--- src/rtl/mem_access_ctrl_pkg.sv ---
// Shared encodings for the data-memory access path: access sizes, controller
// states and the lane constants used by extract/merge.
package mem_access_ctrl_pkg;

  typedef enum logic [1:0] {
    SZ_BYTE = 2'b00,
    SZ_HALF = 2'b01,
    SZ_WORD = 2'b10,
    SZ_ILL  = 2'b11
  } size_e;

  typedef enum logic [2:0] {
    IDLE = 3'd0,
    RD   = 3'd1,
    CAP  = 3'd2,
    WR   = 3'd3,
    RESP = 3'd4
  } state_e;

  localparam logic [31:0] BYTE_MASK = 32'h0000_00FF;
  localparam logic [31:0] HALF_MASK = 32'h0000_FFFF;

  // Little-endian: byte offset k sits at bit 8k.
  function automatic logic [4:0] lane_shift(input logic [1:0] offset);
    return {offset, 3'b000};
  endfunction

  function automatic logic [31:0] word_index(input logic [31:0] byte_addr);
    return {2'b00, byte_addr[31:2]};
  endfunction

endpackage

--- src/rtl/mem_access_ctrl_lane_align.sv ---
// Lane extraction with sign/zero extension for loads, and lane merge of store
// data into a previously read word for sub-word stores.
module mem_lane_align
  import mem_access_ctrl_pkg::*;
(
  input  logic [31:0] mem_word,
  input  size_e       size,
  input  logic [1:0]  offset,
  input  logic        is_unsigned,
  input  logic [31:0] wdata,
  output logic [31:0] load_data,
  output logic [31:0] store_data
);

  logic [4:0]  sh;
  logic [31:0] lane;
  logic [31:0] mask;

  always_comb begin
    sh         = lane_shift(offset);
    lane       = mem_word >> sh;
    mask       = '0;
    load_data  = mem_word;
    store_data = wdata;
    case (size)
      SZ_BYTE: begin
        mask       = BYTE_MASK << sh;
        load_data  = is_unsigned ? {24'h0, lane[7:0]} : {{24{lane[7]}}, lane[7:0]};
        store_data = (mem_word & ~mask) | ((wdata & BYTE_MASK) << sh);
      end
      SZ_HALF: begin
        mask       = HALF_MASK << sh;
        load_data  = is_unsigned ? {16'h0, lane[15:0]} : {{16{lane[15]}}, lane[15:0]};
        store_data = (mem_word & ~mask) | ((wdata & HALF_MASK) << sh);
      end
      default: ;
    endcase
  end

endmodule

--- src/rtl/mem_access_ctrl.sv ---
// Load/store controller between the pipeline and a word-indexed data memory
// with one-cycle registered read; sub-word stores are read-modify-write.
module mem_access_ctrl
  import mem_access_ctrl_pkg::*;
#(
  parameter int MEM_DEPTH = 32
) (
  input  logic        clk,
  input  logic        rst_n,
  // Request: accepted on any rising edge where req_valid && req_ready.
  // Response: rsp_valid is a one-cycle pulse; rsp_rdata/rsp_err hold otherwise.
  input  logic        req_valid,
  output logic        req_ready,
  input  logic        req_write,
  input  logic [1:0]  req_size,
  input  logic        req_unsigned,
  input  logic [31:0] req_addr,
  input  logic [31:0] req_wdata,
  output logic        rsp_valid,
  output logic [31:0] rsp_rdata,
  output logic        rsp_err,
  output logic        MemRead,
  output logic        MemWrite,
  output logic [31:0] Address,
  output logic [31:0] Write_data,
  input  logic [31:0] Read_data,
  output state_e      dbg_state
);

  state_e      state_q;
  logic        write_q;
  size_e       size_q;
  logic        uns_q;
  logic [31:0] addr_q;
  logic [31:0] wdata_q;

  size_e       req_size_e;
  logic        req_err;
  logic [31:0] load_data;
  logic [31:0] merge_data;

  assign req_ready  = (state_q == IDLE);
  assign dbg_state  = state_q;
  assign req_size_e = size_e'(req_size);

  always_comb begin
    req_err = (word_index(req_addr) >= 32'(MEM_DEPTH));
    case (req_size_e)
      SZ_HALF: req_err = req_err | req_addr[0];
      SZ_WORD: req_err = req_err | (req_addr[1:0] != 2'b00);
      SZ_ILL:  req_err = 1'b1;
      default: ;
    endcase
  end

  // Read_data is only meaningful in CAP, the cycle after the MemRead strobe.
  mem_lane_align u_align (
    .mem_word    (Read_data),
    .size        (size_q),
    .offset      (addr_q[1:0]),
    .is_unsigned (uns_q),
    .wdata       (wdata_q),
    .load_data   (load_data),
    .store_data  (merge_data)
  );

  always_ff @(posedge clk) begin
    if (!rst_n) begin
      state_q    <= IDLE;
      write_q    <= 1'b0;
      size_q     <= SZ_BYTE;
      uns_q      <= 1'b0;
      addr_q     <= '0;
      wdata_q    <= '0;
      MemRead    <= 1'b0;
      MemWrite   <= 1'b0;
      Address    <= '0;
      Write_data <= '0;
      rsp_valid  <= 1'b0;
      rsp_rdata  <= '0;
      rsp_err    <= 1'b0;
    end else begin
      MemRead   <= 1'b0;
      MemWrite  <= 1'b0;
      Address   <= '0;
      rsp_valid <= 1'b0;
      case (state_q)
        IDLE: begin
          if (req_valid) begin
            write_q <= req_write;
            size_q  <= req_size_e;
            uns_q   <= req_unsigned;
            addr_q  <= req_addr;
            wdata_q <= req_wdata;
            if (req_err) begin
              state_q   <= RESP;
              rsp_valid <= 1'b1;
              rsp_err   <= 1'b1;
              rsp_rdata <= '0;
            end else if (req_write && req_size_e == SZ_WORD) begin
              state_q    <= WR;
              MemWrite   <= 1'b1;
              Address    <= word_index(req_addr);
              Write_data <= req_wdata;
            end else begin
              state_q <= RD;
              MemRead <= 1'b1;
              Address <= word_index(req_addr);
            end
          end
        end
        RD: state_q <= CAP;
        CAP: begin
          if (write_q) begin
            state_q    <= WR;
            MemWrite   <= 1'b1;
            Address    <= word_index(addr_q);
            Write_data <= merge_data;
          end else begin
            state_q   <= RESP;
            rsp_valid <= 1'b1;
            rsp_err   <= 1'b0;
            rsp_rdata <= load_data;
          end
        end
        WR: begin
          state_q   <= RESP;
          rsp_valid <= 1'b1;
          rsp_err   <= 1'b0;
          rsp_rdata <= '0;
        end
        RESP:    state_q <= IDLE;
        default: state_q <= IDLE;
      endcase
    end
  end

endmodule

--- config.mk ---
export PLATFORM = sky130hd
export DESIGN_NAME = mem_access_ctrl
export DESIGN_NICKNAME = d
export VERILOG_FILES = /design/src/rtl/mem_access_ctrl_pkg.sv /design/src/rtl/mem_access_ctrl_lane_align.sv /design/src/rtl/mem_access_ctrl.sv
export SDC_FILE = /design/constraint.sdc
export NUM_CORES = 1
export LEC_CHECK = 0
export BUFFER_PORTS_ARGS = -buffer_cell sky130_fd_sc_hd__buf_4
export CAP_MARGIN = 5
export CORE_MARGIN = 4
export CORE_UTILIZATION = 32
export CTS_CLUSTER_SIZE = 20
export DETAILED_ROUTE_END_ITERATION = 6
export GPL_TIMING_DRIVEN = 0
export SYNTH_ARGS = -nofsm -noshare
export SYNTH_HDL_FRONTEND = slang
export SYNTH_SLANG_ARGS = --single-unit
--- constraint.sdc ---
create_clock -name clk -period 5.6 [get_ports clk]
set_input_delay 0.56 -clock clk [delete_from_list [all_inputs] [get_ports clk]]
set_output_delay 0.56 -clock clk [all_outputs]
set_load 0.03 [all_outputs]
# == After elaboration in Yosys (flattened, before gate mapping) ==
# Cells that the tools add are included.
# word_totals
register_bits,171
in_bits,103
wordCells,90
# classes
n_lt_le_gt_ge,1
n_eq_ne,13
shifts,5
muxes,37
bitwise,11
n_reduce_logical,10
# op_table
operator,count
32-bit two-way mux,9
32-bit one-hot mux with 2 select lines,3
32-bit one-hot mux with 3 select lines,1
30-bit two-way mux,3
32-bit AND,2
32-bit NOT,2
32-bit OR,2
30-bit one-hot mux with 2 select lines,1
16-bit by 5-bit << shifter with 32-bit output,1
"16-bit by 5-bit << shifter with 32-bit output, first input constant",1
8-bit by 5-bit << shifter with 32-bit output,1
"8-bit by 5-bit << shifter with 32-bit output, first input constant",1
32-bit by 5-bit >> shifter with 16-bit output,1
"30-bit by 6-bit >= comparator with 1-bit output, second input constant",1
3-bit one-hot mux with 4 select lines,1
1-bit two-way mux,11
3-bit two-way mux,3
1-bit one-hot mux with 3 select lines,3
"2-bit inequality test, second input constant",4
"3-bit by 2-bit equality test with 1-bit output, second input constant",2
5-bit AND reduction,1
"2-bit by 1-bit equality test with 1-bit output, second input constant",2
"2-bit equality test, second input constant",2
"2-bit by 1-bit inequality test with 1-bit output, second input constant",2
13 further kinds,17

# == Logic depth before layout (Yosys ltp) ==
# depth
word_depth,7
ltp_mapped,10
ltp_nobuf,7

# == Cells and area by module ==
# Synthesis repeated with hierarchy kept, for this count alone.
# hier_totals
cells_unflattened,1080
area_unflattened_um2,8921.1
# by_module_without_submodules
module,instances,cells_each,area_per_inst_um2,seq_area_each_um2
mem_access_ctrl,1,779,6954.2,3383.2
mem_lane_align,1,301,1966.9,0.0

# == Worst setup path after synthesis ==
# No wires, ideal clock.
# synth_timing
path_type,reg-to-reg
startpoint,"register state_q[1], in the netlist dbg_state[1]"
endpoint,register rsp_rdata[5]
setup_ps,121
t_arrival_ps,2339
t_required_ps,5479
setup_slack_ps,3140
stages_incl_launch_ff,6
synth_period_minus_slack_ps,2460
path_cell_list,dfxtp_1 > buf_2 > nor3_1 > a31oi_4 > buf_6 > mux2_4
# synth_between
elab_chain_len,3
# synth_lines
element,line,text
"start, declared",mem_access_ctrl.sv:30,state_e state_q;
"start signal, assigned",mem_access_ctrl.sv:69,state_q <= IDLE;
"start signal, assigned",mem_access_ctrl.sv:96,state_q <= RESP;
"start signal, assigned",mem_access_ctrl.sv:101,state_q <= WR;
3-bit logical NOT *,-,
named net req_ready,mem_access_ctrl.sv:13,"output logic req_ready,"
2-bit by 1-bit inequality test with 1-bit output (no source line) (tied with other cells),-,
4-bit AND reduction (no source line),-,
"end signal, assigned",mem_access_ctrl.sv:123,rsp_rdata <= load_data;
"end, declared",mem_access_ctrl.sv:20,"output logic [31:0] rsp_rdata,"
# The timed path passes the listed nets; every way through them passes the cells marked *.
# A chain may end at the register's enable or synchronous reset.

# == Final worst setup path ==
# layout_timing
startpoint,register addr_q[0]
endpoint,register Write_data[19]
# layout_between
elab_chain_len,7
# layout_lines
element,line,text
"start, declared",mem_access_ctrl.sv:34,logic [31:0] addr_q;
"start signal, assigned",mem_access_ctrl.sv:93,addr_q <= req_addr;
16-bit by 5-bit << shifter with 32-bit output / 8-bit by 5-bit << shifter with 32-bit output (equally long branches),"mem_access_ctrl_lane_align.sv:32, mem_access_ctrl_lane_align.sv:27",
"32-bit NOT, on equally long branches","mem_access_ctrl_lane_align.sv:34, mem_access_ctrl_lane_align.sv:29",
"32-bit AND, on equally long branches","mem_access_ctrl_lane_align.sv:34, mem_access_ctrl_lane_align.sv:29",
"32-bit OR, on equally long branches","mem_access_ctrl_lane_align.sv:34, mem_access_ctrl_lane_align.sv:29",
32-bit one-hot mux with 2 select lines *,mem_access_ctrl_lane_align.sv:25,case (size)
32-bit two-way mux *,mem_access_ctrl.sv:114,if (write_q) begin
32-bit one-hot mux with 2 select lines *,mem_access_ctrl.sv:87,case (state_q)
"end signal, assigned",mem_access_ctrl.sv:104,Write_data <= req_wdata;
"end signal, assigned",mem_access_ctrl.sv:118,Write_data <= merge_data;
"end, declared",mem_access_ctrl.sv:25,"output logic [31:0] Write_data,"
# Mark *: on every way between the ends. The rest lies on a longest branch, timed or not. The select of a mux whose other input is x is not followed.

==> impl_metrics.yaml <==
outcome:
  status: "complete, no violations"
route:
  viasPerCell: 5.31
  ant_nets: 0
  dr.pass1.iters: 5
  drc: 0
  drt_iter0_drc: 681
  avgRoutedWirePerCell_um: 20.4
  num_vias: 8131
  wl_mm: 31.3
synth:
  synth_cells: 965
  synthArstFlopShare_pct: 0
  synth_top_area_share_pct: 40.7
  synth_edf_count: 0
  seq_area_frac_synth_pct: 40.7
  ys.flop_type: "dfxtp_1"
  synth_area_um2: 8320
  yosysMostFrequentCell: "nand2_1"
  synth_cell_types: 57
  yosys.area.top_type: "dfxtp_1"
  yosys_warnings: 0
  ys_ff_latch: 169
  synth.avg_cell_area_um2: 8.62
  synth.area.top_cells: "dfxtp_1, nand2_1, mux2i_1"
  synth_common_cells: "nand2_1, dfxtp_1, mux2i_1"
clock_network:
  cts_root_buf: "clkbuf_16"
  clkTransAtPathRegs_ps: 90
  post_cts_buffers: 0
  holdBufCountCts: 0
  cts_tree: "built"
  cts_num_sinks: 169
  cts_resized: 0
  htree_levels: 4
  clk_path_buf_depth: 2
  cts_made_buffers: 17
  clk_latency_ps: 450
place:
  pre_cts_ws_ps: 2800
  globalplace.congestion: 0.970
  io_buffer_count: 203
  dp_hpwl_mm: 23.9
timing:
  fin_crit_ps: 2850
  drv_slew: 0
  setup_slack_ps: 2750
  timing.final.crit_share_pct: 50.9
  final-hold-violation-count: 0
  fin_skew_ps: 18.1
  finalSetupViolCount: 0
  max_freq_ghz: 0.351
  rsz0062_at_grt: "no"
  tightest_slew_ps: 849
  relSlewSlack_pct: 43.4
  setup_tns_ps: 0
critical_path:
  cp.required_ps: 5970
  cp_max_fo: 10
  cp_data_arrival_time_ps: 3220
  reg2regPathDepth: 9
  worstSetupStartpointType: "flip-flop"
  worst-setup-path-type: "flip-flop to flip-flop"
  cp-end-kind: "flip-flop"
finish:
  area_growth_pct: 31.1
  drive_gt1_share_pct: 24.1
  final_nets: 1298
  fillCellCount: 2616
flow_run:
  maxCapViolCount: 0
grt:
  grt_max_degree: 22
  grt_pass1_wl_mm: 47.4
  antenna_found_initial: 1
  grt_pass1_vias: 7790
  grt_overflow_total: 0
  grt_usage_pct: 21.3
pwr:
  ir_drop_v: 0.000225
  powerDensity_nw_per_um2: 283
  power.static_leakage_nw: 4.48
floorplanning:
  die_w_um: 169
  die_area_um2: 28600
  initial_core_util_pct: 32.8
  rows: 58
  io_pins: 207
  core_um2: 25400
  die_h_um: 169
min_path:
  hold_depth: 2
  holdCritPathClass: "input pin to flip-flop"
sequential cells by signal, summed over array words and instances, names as in the netlist:
signal / cells
uns_q: 1
size_q: 2
MemRead: 1
rsp_valid: 1
dbg_state: 3
Write_data: 32
write_q: 1
Address: 30
wdata_q: 32
MemWrite: 1
rsp_rdata: 32
rsp_err: 1
addr_q: 32
cell type report:
type,count,area [µm²],share of cell area [%]
inverters,14,52.6,0.482
flip-flops and latches,169,3380,31.0
clock inverters,15,216,1.98
repair buffers,203,1520,14.0
diodes,1,2.50,0.0229
clock buffers,17,425,3.90
plain buffers,86,417,3.82
multi-input cells,697,4470,41.0
well taps,330,413,3.79
layout by cell type, fill, tap and decap left out, types with 15 or more instances in the layout:
cell type	n
a221oi_1	30
nand3_1	18
buf_2	15
nand2b_1	18
dfxtp_1	169
nand2_1	239
o211ai_1	17
clkbuf_16	17
clkbuf_1	52
o21ai_0	25
a22o_1	26
mux2i_1	65
o22ai_1	23
a21boi_0	58
buf_4	211
nor2_1	18
a21oi_1	15
through the flow:
step                      std cells  util (%)  instance area, µm²  hold WS (ps)  power [mW]
after floorplan                 966         -                8330           425        1.64
after CTS                      1531      42.9               10900           331        3.10
final                          1532      42.9               10900           339        3.08
after global routing           1531      42.9               10900           333        3.20
after detailed placement       1499      40.4               10300           450        1.86
after global placement         1499      40.4               10300           445        1.86
worst max-delay path, stage by stage (launching register included):
cell and delay (ps):
dfxtp_1 480, buf_6 210, buf_4 220, clkinv_1 310, ha_1 320, nor2_1 490, a221oi_1 190, o21ai_0 190
o2111ai_1 190, mux2i_1 180
worst paths after layout:
kind | slack (ps) | endpoint | startpoint
worst min register to register | 460 | rsp_rdata[14] | rsp_rdata[14]
worst min-delay path | 340 | Address[23] | req_addr[25]
worst max register to register | 2750 | Write_data[19] | addr_q[0]
worst max-delay path | 2750 | Write_data[19] | addr_q[0]
per-layer routing:
layer / up-vias / GRT usage [%] / wire [µm]
met5: - / 0 / 8
met4: 2 / 6.09 / 695
li1: 3897 / - / -
met1: 3819 / 28.5 / 13800
met3: 48 / 6.41 / 2980
met2: 365 / 33.4 / 13800
report_power, final:
group	leakage, nW	internal, mW	switching (mW)
Clock	0.305	0.619	0.622
Sequential	1.37	1.25	0.0407
Combinational	2.80	0.210	0.340
Total	4.48	2.08	1.00
cell families (layout without fill, tap and decap cells):
kind of cell | after synthesis | after routing | synth area share [%]
muxes | 82 | 82 | 10.3
DFF | 169 | 169 | 40.7
AOI/OAI and AO/OA | 264 | 264 | 24.2
other | 1 | 3 | 0.0451
buffers and inverters | 100 | 335 | 5.64
and+or+nand+nor | 342 | 342 | 18.0
adders and majority gates | 7 | 7 | 1.05
Note: power is estimated with default switching activity, not from simulation.
